$ cat src/rtl/operand_sequencer.sv
// Operand staging for the lab-board ripple adder: debounced LOAD button latches two
// operands in turn, then the adder's sum is captured and held for display.
module operand_sequencer #(
  parameter int unsigned WIDTH           = 3,
  parameter int unsigned DEBOUNCE_CYCLES = 16
) (
  input  logic             clk,
  input  logic             rst_n,
  input  logic [WIDTH-1:0] switches,
  input  logic             btn_load,
  input  logic             btn_clear,
  input  logic [WIDTH:0]   toplam,
  output logic [WIDTH-1:0] sayi1,
  output logic [WIDTH-1:0] sayi2,
  output logic [WIDTH:0]   result,
  output logic             result_valid,
  output logic [1:0]       state,
  output logic             load_pulse
);

  localparam int unsigned CNT_W = $clog2(DEBOUNCE_CYCLES);

  typedef enum logic [1:0] {
    S_A    = 2'b00,
    S_B    = 2'b01,
    S_SUM  = 2'b10,
    S_SHOW = 2'b11
  } state_t;

  logic             s1, s2;
  logic             db, db_q;
  logic [CNT_W-1:0] cnt;

  state_t           state_q, state_d;
  logic [WIDTH-1:0] sayi1_d, sayi2_d;
  logic [WIDTH:0]   result_d;
  logic             result_valid_d;

  // Synchroniser and debouncer; unaffected by btn_clear.
  always_ff @(posedge clk) begin
    if (!rst_n) begin
      s1   <= 1'b0;
      s2   <= 1'b0;
      db   <= 1'b0;
      db_q <= 1'b0;
      cnt  <= '0;
    end else begin
      s1   <= btn_load;
      s2   <= s1;
      db_q <= db;
      if (s2 == db) begin
        cnt <= '0;
      end else if (cnt == CNT_W'(DEBOUNCE_CYCLES - 1)) begin
        db  <= s2;
        cnt <= '0;
      end else begin
        cnt <= cnt + CNT_W'(1);
      end
    end
  end

  assign load_pulse = db & ~db_q;

  always_ff @(posedge clk) begin
    if (!rst_n) begin
      state_q      <= S_A;
      sayi1        <= '0;
      sayi2        <= '0;
      result       <= '0;
      result_valid <= 1'b0;
    end else begin
      state_q      <= state_d;
      sayi1        <= sayi1_d;
      sayi2        <= sayi2_d;
      result       <= result_d;
      result_valid <= result_valid_d;
    end
  end

  always_comb begin
    state_d        = state_q;
    sayi1_d        = sayi1;
    sayi2_d        = sayi2;
    result_d       = result;
    result_valid_d = result_valid;

    case (state_q)
      S_A: begin
        if (load_pulse) begin
          sayi1_d = switches;
          state_d = S_B;
        end
      end
      S_B: begin
        if (load_pulse) begin
          sayi2_d = switches;
          state_d = S_SUM;
        end
      end
      S_SUM: begin
        result_d       = toplam;
        result_valid_d = 1'b1;
        state_d        = S_SHOW;
      end
      S_SHOW: begin
        if (load_pulse) begin
          sayi1_d        = switches;
          result_valid_d = 1'b0;
          state_d        = S_B;
        end
      end
      default: state_d = S_A;
    endcase

    // Clear overrides any load taken above in the same cycle.
    if (btn_clear) begin
      state_d        = S_A;
      sayi1_d        = '0;
      sayi2_d        = '0;
      result_d       = '0;
      result_valid_d = 1'b0;
    end
  end

  assign state = state_q;

endmodule
$ cat config.mk
export PLATFORM = sky130hd
export DESIGN_NAME = operand_sequencer
export DESIGN_NICKNAME = d
export VERILOG_FILES = /design/src/rtl/operand_sequencer.sv
export SDC_FILE = /design/constraint.sdc
export NUM_CORES = 1
export LEC_CHECK = 0
export BUFFER_PORTS_ARGS = -buffer_cell sky130_fd_sc_hd__buf_2
export CORE_MARGIN = 10
export CORE_UTILIZATION = 45
export CTS_BUF_LIST = sky130_fd_sc_hd__clkbuf_8 sky130_fd_sc_hd__clkbuf_16
export CTS_CLUSTER_DIAMETER = 30
export DETAILED_ROUTE_END_ITERATION = 8
export GPL_TIMING_DRIVEN = 0
export PLACE_DENSITY = 0.71
export SYNTH_ARGS = -nofsm -noshare
export SYNTH_HDL_FRONTEND = slang
export SYNTH_SLANG_ARGS = --single-unit
$ cat constraint.sdc
create_clock -name clk -period 1.7 [get_ports clk]
set_clock_uncertainty 0.15 [all_clocks]
set_input_delay 0.34 -clock clk [delete_from_list [all_inputs] [get_ports clk]]
set_output_delay 0.34 -clock clk [all_outputs]
set_load 0.01 [all_outputs]
==> summary.txt, run 1 <==
Route
  • DR iter-0 viols: 10
  • Vias: 630
  • DR pass1 iterations: 4
  • Routed WL: 1.545 mm
  • Via density: 4.701
  • WL/cell: 11.53 µm
  • ANT nets after route: 0
  • DR DRC count: 0

Power
  • Worst VDD drop: 0.0008556 V
  • PnR Total Power: 0.8425 mW
  • Leakage power: 0.5087 nW
  • PD cells: 826.2 nW/µm²

Yosys
  • Synth async-reset ratio: 0
  • Netlist cell types: 19
  • Mapped Cells: 81
  • Seq/Total Area, Yosys: 0.5130
  • Synth Area per Inst: 10.12 µm²
  • Post-Syn Area: 819.5 µm²
  • Post-Syn Nets: 97
  • Main flop type after synthesis: dfxtp_1
  • Post-synth EDFFs: 0
  • Seq cells post-synth: 21
  • Ys Warns: 0

Global routing
  • First-pass GRT wire length: 2.732 mm
  • Antenna violations before repair: 0
  • GRT overflow: 0
  • Tot GR Track Use: 0.08321
  • Largest net degree at the start of global routing: 14
  • Vias in the first global route: 667

CTS
  • Clock-pin slew on the worst setup and hold paths: 0.08 ns
  • Resized cells post-CTS: 0
  • CTS sink count: 21
  • Clk buf depth: 2
  • CTS tree: yes
  • Num CTS Buffers: 3
  • Hold_buf cts: 0
  • H-tree levels: 1
  • CTS Root Cell: clkbuf_8
  • Worst-Skew Late Latency: 0.25 ns
  • Post-CTS Setup Inserts: 0

Place
  • Buffers on Ports: 24
  • DP HPWL: 1.287 mm
  • Routability Congestion: 0.7623

Setup path
  • WP data required: 1.70 ns
  • Crit path capture: sayi1[1]$_SDFFE_PP0P_
  • Crit path launch type: register
  • Worst Path Arrival: 1.56 ns
  • Crit Path Class: reg -> reg
  • Beginning of the critical path: state[0]$_SDFFE_PP0P_
  • CP Capture Type: register
  • R2R cell count: 5
  • Worst r2r src: state[0]$_SDFFE_PP0P_
  • R2R setup slack: 0.14 ns
  • Max FO, Critical Path: 5
  • RR Endpoint: sayi1[1]$_SDFFE_PP0P_

Floorplanning
  • Core Area: 1727 µm²
  • Starting Density: 0.4746
  • Die X-Extent: 62.68 µm
  • Overall die height: 62.68 µm
  • Die area: 3928 µm²
  • FP Rows: 15
  • # IOs: 25

STA
  • Fin crit share: 0.9194
  • Fin crit period: 1.563 ns
  • Worst Tran Pin Value: 0.2601 ns
  • Setup TNS: 0 ns
  • Endpoints failing hold: 0
  • RSZ-0062 raised after global routing: no
  • Max_slew headroom: 0.8266
  • Max Freq: 0.6398 GHz
  • Final setup viols: 0
  • Pins over their slew limit: 0
  • Min Hold Slack: 0.1338 ns

Cells and area
  • Synthesis-to-finish area growth: 24.43%
  • Most frequent cells in the layout: 25 x buf_2, 21 x dfxtp_1, 13 x nor2_1, 11 x mux2i_1
  • Share of post-route cells with drive strength above 1: 0.2936
  • # nets final: 126
  • Core Util, Final: 0.5906
  • Fillers: 166
  • Antenna diodes: 0
  • Commonest non-fill, non-tap cell in the layout: buf_2

Flow run
  • MaxCap Viol Count: 0

Worst hold path
  • Hold Path Stages: 2
  • Hold WC Path Type: in -> reg

Run status
  • Status: completed
[critical path: stages (launching register included)]
cell	delay [ns]
dfxtp_1	0.41
inv_1	0.09
ha_1	0.33
nand3b_1	0.21
mux2i_1	0.21
nor2_1	0.05
[worst min-delay path by stage]
stage / startpoint / end / slack (ns)
after CTS: btn_load / s1$_SDFF_PN0_ / 0.13
after detailed placement: s1$_SDFF_PN0_ / s2$_SDFF_PN0_ / 0.29
after floorplan: s1$_SDFF_PN0_ / s2$_SDFF_PN0_ / 0.26
after global routing: btn_load / s1$_SDFF_PN0_ / 0.14
after global placement: s1$_SDFF_PN0_ / s2$_SDFF_PN0_ / 0.27
final: btn_load / s1$_SDFF_PN0_ / 0.13
[power by group]
part	internal, mW	switching [mW]	total [mW]	leakage [nW]
Sequential	0.494	0.00137	0.496	0.170
Clock	0.165	0.158	0.323	0.0217
Combinational	0.0124	0.0116	0.0240	0.317
Total	0.672	0.171	0.843	0.509
[registers in the layout, summed over array words and instances, names as in the netlist]
signal,cells
db,1
sayi1,3
result,4
state,2
sayi2,3
s1,1
s2,1
cnt,4
result_valid,1
db_q,1
[layout make-up]
cell class	instances	area, µm²	share of cell area
Timing Repair Buffer	24	120.1	0.1178
Multi-Input combinational cell	53	371.6	0.3644
Inverter	5	18.77	0.01840
Clock inverter	1	7.507	0.007362
Buffer	2	8.758	0.008589
Tap cell	25	31.28	0.03067
Clock buffer	3	41.29	0.04049
Sequential cell	21	420.4	0.4123
[cells in the mapped netlist, types with 2 or more instances]
master,instances,share of area
dfxtp_1,21,0.51
ha_1,5,0.076
a21oi_1,3,0.018
nand3b_1,2,0.018
nand3_1,3,0.018
nor2_1,13,0.060
nand2b_1,2,0.015
xor2_1,3,0.032
mux2i_1,11,0.13
inv_1,5,0.023
and2_1,2,0.015
a21o_2,2,0.021
nand2_1,3,0.014
[kinds of logic after synthesis]
| group | count (synthesis) | share of synthesized area |
|---|---|---|
| AOI/OAI and AO/OA | 6 | 0.04579 |
| DFF | 21 | 0.5130 |
| muxes | 11 | 0.1344 |
| adders and majority gates | 5 | 0.07634 |
| buffers and inverters | 7 | 0.03358 |
| xor gates and xnor gates | 3 | 0.03207 |
| and+or+nand+nor | 28 | 0.1649 |
[per-layer routing]
metal,vias up,wire length [µm],GRT usage
li1,318,-,-
met1,292,650,0.08028
met2,16,756,0.1449
met3,4,115,0.05018
met4,0,22,0.02514
met5,-,0,0
[per-stage QoR]
step	cells	worst slack, ns	instance area, µm²
final	134	0.1371	1020
after global placement	130	0.1722	970.9
after CTS	134	0.1185	1020
after detailed placement	130	0.1345	970.9
after global routing	134	0.03635	1020
after floorplan	81	0.2210	819.5
Power figures use the tool's default switching activity.
==> inputs of run 2 (changes only) <==
- CTS_BUF_LIST: sky130_fd_sc_hd__clkbuf_8 sky130_fd_sc_hd__clkbuf_16 -> sky130_fd_sc_hd__clkbuf_16
==> summary.txt, run 2 (synthesized netlist as in run 1, its figures left out) <==
Run status
  • Status: completed (unchanged)

Floorplanning
  • Starting Density: 0.4746 (unchanged)
  • FP Rows: 15 (unchanged)
  • # IOs: 25 (unchanged)
  • Die X-Extent: 62.68 µm (unchanged)
  • Core Area: 1727 µm² (unchanged)
  • Overall die height: 62.68 µm (unchanged)
  • Die area: 3928 µm² (unchanged)

Cells and area
  • Antenna diodes: 0 (unchanged)
  • Commonest non-fill, non-tap cell in the layout: buf_2 (unchanged)
  • Top flop regs: cnt (4), result (4) (unchanged)
  • Multi-input gate area: 371.6 µm² (unchanged)
  • Share of post-route cells with drive strength above 1: 0.2936 (unchanged)
  • Most frequent cells in the layout: 25 x buf_2, 21 x dfxtp_1, 13 x nor2_1, 11 x mux2i_1 (unchanged)
  • Synthesis-to-finish area growth: 28.55% (was 24.43%)
  • Storage cell area: 420.4 µm² (unchanged)
  • Post-Layout Inst Area: 1054 µm² (was 1020 µm²)
  • # nets final: 126 (unchanged)
  • Fillers: 163 (was 166)

Global routing
  • GRT overflow: 0 (unchanged)
  • Antenna violations before repair: 0 (unchanged)
  • Tot GR Track Use: 0.08285 (was 0.08321)
  • Largest net degree at the start of global routing: 14 (unchanged)
  • First-pass GRT wire length: 2.815 mm (was 2.732 mm)
  • Vias in the first global route: 678 (was 667)

STA
  • Max Freq: 0.6388 GHz (was 0.6398 GHz)
  • Final setup viols: 0 (unchanged)
  • Fin crit share: 0.9209 (was 0.9194)
  • Endpoints failing hold: 0 (unchanged)
  • Setup TNS: 0 ns (unchanged)
  • Min Hold Slack: 0.1425 ns (was 0.1338 ns)
  • RSZ-0062 raised after global routing: no (unchanged)
  • Worst Tran Pin Value: 0.2622 ns (was 0.2601 ns)
  • Pins over their slew limit: 0 (unchanged)
  • Max_slew headroom: 0.8252 (was 0.8266)
  • Fin crit period: 1.566 ns (was 1.563 ns)
  • Final setup margin: 0.1344 ns (was 0.1371 ns)

Setup path
  • R2R cell count: 5 (unchanged)
  • Worst Path Arrival: 1.08 ns (was 1.56 ns)
  • Crit path launch type: register (unchanged)
  • WP data required: 1.21 ns (was 1.70 ns)
  • Crit Path Class: reg -> out (was reg -> reg)
  • R2R setup slack: 0.14 ns (about the same)
  • RR Endpoint: sayi1[1]$_SDFFE_PP0P_ (unchanged)
  • CP Capture Type: primary output (was register)
  • Worst r2r src: state[0]$_SDFFE_PP0P_ (unchanged)
  • Max FO, Critical Path: 6 (was 5)

Route
  • Routed WL: 1.590 mm (was 1.545 mm)
  • DR iter-0 viols: 10 (unchanged)
  • Via density: 4.724 (was 4.701)
  • WL/cell: 11.87 µm (was 11.53 µm)
  • Vias: 633 (was 630)
  • ANT nets after route: 0 (unchanged)
  • DR pass1 iterations: 2 (was 4)
  • DR DRC count: 0 (unchanged)

Worst hold path
  • Hold WC Path Type: in -> reg (unchanged)
  • HP Start: btn_load (unchanged)
  • Hold Crit Endpoint: s1$_SDFF_PN0_ (unchanged)
  • Hold Path Stages: 2 (unchanged)

Flow run
  • MaxCap Viol Count: 0 (unchanged)

Power
  • PD cells: 961.7 nW/µm² (was 826.2 nW/µm²)
  • Worst VDD drop: 0.0005784 V (was 0.0008556 V)
  • Leakage power: 0.5241 nW (was 0.5087 nW)

Place
  • Buffers on Ports: 24 (unchanged)
  • Setup WS pre-CTS: 0.1345 ns (unchanged)
  • Routability Congestion: 0.7623 (unchanged)
  • DP HPWL: 1.287 mm (unchanged)
  • DP Area: 970.9 µm² (unchanged)

CTS
  • Resized cells post-CTS: 0 (unchanged)
  • Hold_buf cts: 0 (unchanged)
  • CTS sink count: 21 (unchanged)
  • Post-CTS Setup Inserts: 0 (unchanged)
  • Clock-pin slew on the worst setup and hold paths: 0.06 ns (was 0.08 ns)
  • Worst-Skew Late Latency: 0.25 ns (about the same)
  • Clk buf depth: 2 (unchanged)
  • H-tree levels: 1 (unchanged)
  • CTS tree: yes (unchanged)
  • Num CTS Buffers: 3 (unchanged)
  • CTS Root Cell: clkbuf_16 (was clkbuf_8)
run 2: cell types whose count changed in the layout (fill, tap and decap cells not counted):
cell       change
clkbuf_16      +3
clkbuf_8       -3
run 2: metrics by stage:
stage | cells | util | total power [mW]
4_1_cts | 134 | 0.6101 | 1.021
3_5_place_dp | 130 | 0.5623 | 0.5319
3_3_place_gp | 130 | 0.5623 | 0.5309
5_1_grt | 134 | 0.6101 | 1.040
6_report | 134 | 0.6101 | 1.013
2_1_floorplan | 81 | - | 0.5160
run 2: routing by layer:
layer  track usage  vias up  wire (µm)
met5             0        -          0
met4       0.03352        0         12
met3       0.02867        2         94
met2        0.1526       15        811
met1       0.08232      296        671
li1              -      320          -
run 2: worst max-delay path by stage:
stage	slack (ns)	start	end	cells past startpoint
6_report	0.13	db$_SDFFE_PN0P_	load_pulse	3
5_1_grt	0.04	state[0]$_SDFFE_PP0P_	sayi1[0]$_SDFFE_PP0P_	5
4_1_cts	0.12	db$_SDFFE_PN0P_	load_pulse	3
3_5_place_dp	0.13	state[0]$_SDFFE_PP0P_	sayi1[0]$_SDFFE_PP0P_	5
3_3_place_gp	0.17	state[0]$_SDFFE_PP0P_	sayi1[2]$_SDFFE_PP0P_	5
2_1_floorplan	0.22	state[0]$_SDFFE_PP0P_	sayi1[0]$_SDFFE_PP0P_	5
run 2: final cells by class:
type                    instances  share of cell area
multi-input cells              53              0.3527
plain buffers                   2            0.008314
clock buffers                   3             0.07126
flip-flops and latches         21              0.3990
clock inverters                 1            0.007126
inverters                       5             0.01781
well taps                      25             0.02969
repair buffers                 24              0.1140
run 2: critical path: stages (launching register included):
cell	delay, ns
dfxtp_1	0.43
nand2b_1	0.19
inv_1	0.08
buf_2	0.13
run 2: power by group:
part           total, mW  leakage, nW  switching (mW)  internal [mW]
Combinational     0.0242        0.317          0.0118         0.0124
Clock              0.493       0.0371           0.175          0.318
Sequential         0.497        0.170         0.00140          0.495
==> inputs of run 3 (changes only) <==
- CELL_PAD_IN_SITES_DETAIL_PLACEMENT: default -> 0
- CELL_PAD_IN_SITES_GLOBAL_PLACEMENT: default -> 2
- CORE_UTILIZATION: 45 -> 29
- PLACE_DENSITY: 0.71 -> default
- PLACE_DENSITY_LB_ADDON: default -> 0.1
- TNS_END_PERCENT: default -> 100
==> summary.txt, run 3 (synthesized netlist as in run 1, its figures left out) <==
Run status
  • Status: completed (unchanged)

Cells and area
  • Antenna diodes: 0 (unchanged)
  • Fillers: 298 (was 163)
  • Storage cell area: 421.7 µm² (was 420.4 µm²)
  • Top flop regs: cnt (4), result (4) (unchanged)
  • Multi-input gate area: 371.6 µm² (unchanged)
  • Post-Layout Inst Area: 1060 µm² (was 1054 µm²)
  • Synthesis-to-finish area growth: 29.31% (was 28.55%)
  • Commonest non-fill, non-tap cell in the layout: buf_2 (unchanged)
  • Most frequent cells in the layout: 25 x buf_2, 20 x dfxtp_1, 13 x nor2_1, 11 x mux2i_1 (was 25 x buf_2, 21 x dfxtp_1, 13 x nor2_1, 11 x mux2i_1)
  • Finished Layout Cells: 140 (was 134)
  • # nets final: 126 (unchanged)
  • Share of post-route cells with drive strength above 1: 0.3028 (was 0.2936)

CTS
  • CTS Root Cell: clkbuf_16 (unchanged)
  • Clk buf depth: 2 (unchanged)
  • H-tree levels: 1 (unchanged)
  • CTS tree: yes (unchanged)
  • Num CTS Buffers: 3 (unchanged)
  • Post-CTS Setup Inserts: 0 (unchanged)
  • CTS sink count: 21 (unchanged)
  • Clock-pin slew on the worst setup and hold paths: 0.06 ns (about the same)
  • Worst-Skew Late Latency: 0.25 ns (about the same)
  • Hold_buf cts: 0 (unchanged)

Place
  • Placed Instances: 136 (was 130)
  • Routability Congestion: 0.6236 (was 0.7623)
  • DP Area: 978.4 µm² (was 970.9 µm²)
  • DP HPWL: 1.254 mm (was 1.287 mm)
  • Buffers on Ports: 24 (unchanged)

Route
  • DR iter-0 viols: 1 (was 10)
  • DR pass1 iterations: 4 (was 2)
  • DR DRC count: 0 (unchanged)
  • WL/cell: 11.46 µm (was 11.87 µm)
  • Vias: 606 (was 633)
  • ANT nets after route: 0 (unchanged)
  • Routed WL: 1.605 mm (was 1.590 mm)
  • Via density: 4.329 (was 4.724)

Setup path
  • Worst Path Arrival: 1.05 ns (was 1.08 ns)
  • Worst-path cell chain: nand2b_1 -> inv_1 -> buf_2 (unchanged)
  • Crit path launch type: register (unchanged)
  • Max FO, Critical Path: 6 (unchanged)
  • Worst path slowest cell: dfxtp_1 (unchanged)
  • WP data required: 1.21 ns (about the same)
  • Crit Path Class: reg -> out (unchanged)
  • CP Capture Type: primary output (unchanged)
  • Slowest stage delay, CP: 0.42 ns (was 0.43 ns)

STA
  • RSZ-0062 raised after global routing: no (unchanged)
  • Endpoints failing hold: 0 (unchanged)
  • Pins over their slew limit: 0 (unchanged)
  • Final setup viols: 0 (unchanged)
  • Max Freq: 0.6502 GHz (was 0.6388 GHz)
  • Worst Tran Pin Value: 0.2965 ns (was 0.2622 ns)
  • Fin crit period: 1.538 ns (was 1.566 ns)
  • Setup TNS: 0 ns (unchanged)
  • Fin crit share: 0.9047 (was 0.9209)
  • Max_slew headroom: 0.8023 (was 0.8252)
  • Min Hold Slack: 0.1401 ns (was 0.1425 ns)

Power
  • Sw frac: 0.1908 (was 0.1855)
  • Worst VDD drop: 0.0005850 V (was 0.0005784 V)
  • P_int: 0.8234 mW (was 0.8252 mW)
  • PnR Total Power: 1.017 mW (was 1.013 mW)
  • Leakage power: 0.5283 nW (was 0.5241 nW)
  • PD cells: 960.1 nW/µm² (was 961.7 nW/µm²)
  • Clock network power share: 0.488 (was 0.486)
  • P_sw: 0.1941 mW (was 0.1880 mW)
  • Seq pwr share: 0.488 (was 0.490)
  • Gate power share: 0.024 (about the same)

Floorplanning
  • Core Area: 2734 µm² (was 1727 µm²)
  • Starting Density: 0.2998 (was 0.4746)
  • Die area: 5352 µm² (was 3928 µm²)
  • # IOs: 25 (unchanged)
  • FP Rows: 19 (was 15)
  • Die X-Extent: 73.16 µm (was 62.68 µm)
  • Overall die height: 73.16 µm (was 62.68 µm)

Global routing
  • First-pass GRT wire length: 2.718 mm (was 2.815 mm)
  • Largest net degree at the start of global routing: 13 (was 14)
  • Tot GR Track Use: 0.06628 (was 0.08285)
  • Vias in the first global route: 583 (was 678)
  • Antenna violations before repair: 0 (unchanged)
  • GRT overflow: 0 (unchanged)

Flow run
  • MaxCap Viol Count: 0 (unchanged)

Worst hold path
  • Hold WC Path Type: in -> reg (unchanged)
==> run 3: cell count changes in the layout (fill, tap and decap cells not counted), sizes merged <==
cell,delta
clkinv,+1
clkinvlp,-1
==> run 3: final timing paths <==
path                         start  slack, ns               endpoint  cells past startpoint
max                db$_SDFFE_PN0P_       0.16             load_pulse                      3
min                       btn_load       0.14          s1$_SDFF_PN0_                      2
max reg2reg  state[0]$_SDFFE_PP0P_       0.23  sayi1[0]$_SDFFE_PP0P_                      5
min reg2reg          s1$_SDFF_PN0_       0.28          s2$_SDFF_PN0_                      1
==> run 3: per-stage QoR <==
stage,setup slack (ns),utilization
floorplan,0.2210,-
global placement,0.1487,0.3579
detailed placement,0.1421,0.3579
CTS,0.1327,0.3872
global route,0.05192,0.3876
finish,0.1620,0.3876
==> run 3: layout make-up <==
type                    instances  area share
clock inverters                 1    0.004723
multi-input cells              53      0.3506
repair buffers                 24      0.1133
inverters                       5     0.01771
flip-flops and latches         21      0.3979
well taps                      31     0.03660
plain buffers                   2    0.008264
clock buffers                   3     0.07084
==> run 3: repair_timing <==
action                     in CTS  in global routing
setup endpoints to repair       0                  2
hold endpoints to repair        0                  0
gates resized for setup         0                  1
==> run 3: worst max-delay path: cells and delay by family (launching register included) <==
kind	cells	cell delay (ns)
flip-flops	1	0.42
buffers and inverters	2	0.20
AND/OR/NAND/NOR	1	0.18
==> run 3: power groups by stage <==
stage | clock network [mW] | logic (mW) | registers, mW
2_1_floorplan | 0 | 0.00901 | 0.507
3_3_place_gp | 0 | 0.0247 | 0.507
3_5_place_dp | 0 | 0.0252 | 0.507
4_1_cts | 0.516 | 0.0253 | 0.496
5_1_grt | 0.534 | 0.0286 | 0.496
6_report | 0.497 | 0.0244 | 0.496
==> run 3: per-layer routing <==
metal | global-route usage | vias up | share of wire
met5 | 0 | - | 0
met2 | 0.08691 | 15 | 0.43
met4 | 0.05696 | 0 | 0.034
li1 | - | 319 | -
met1 | 0.07963 | 267 | 0.46
met3 | 0.02857 | 5 | 0.080
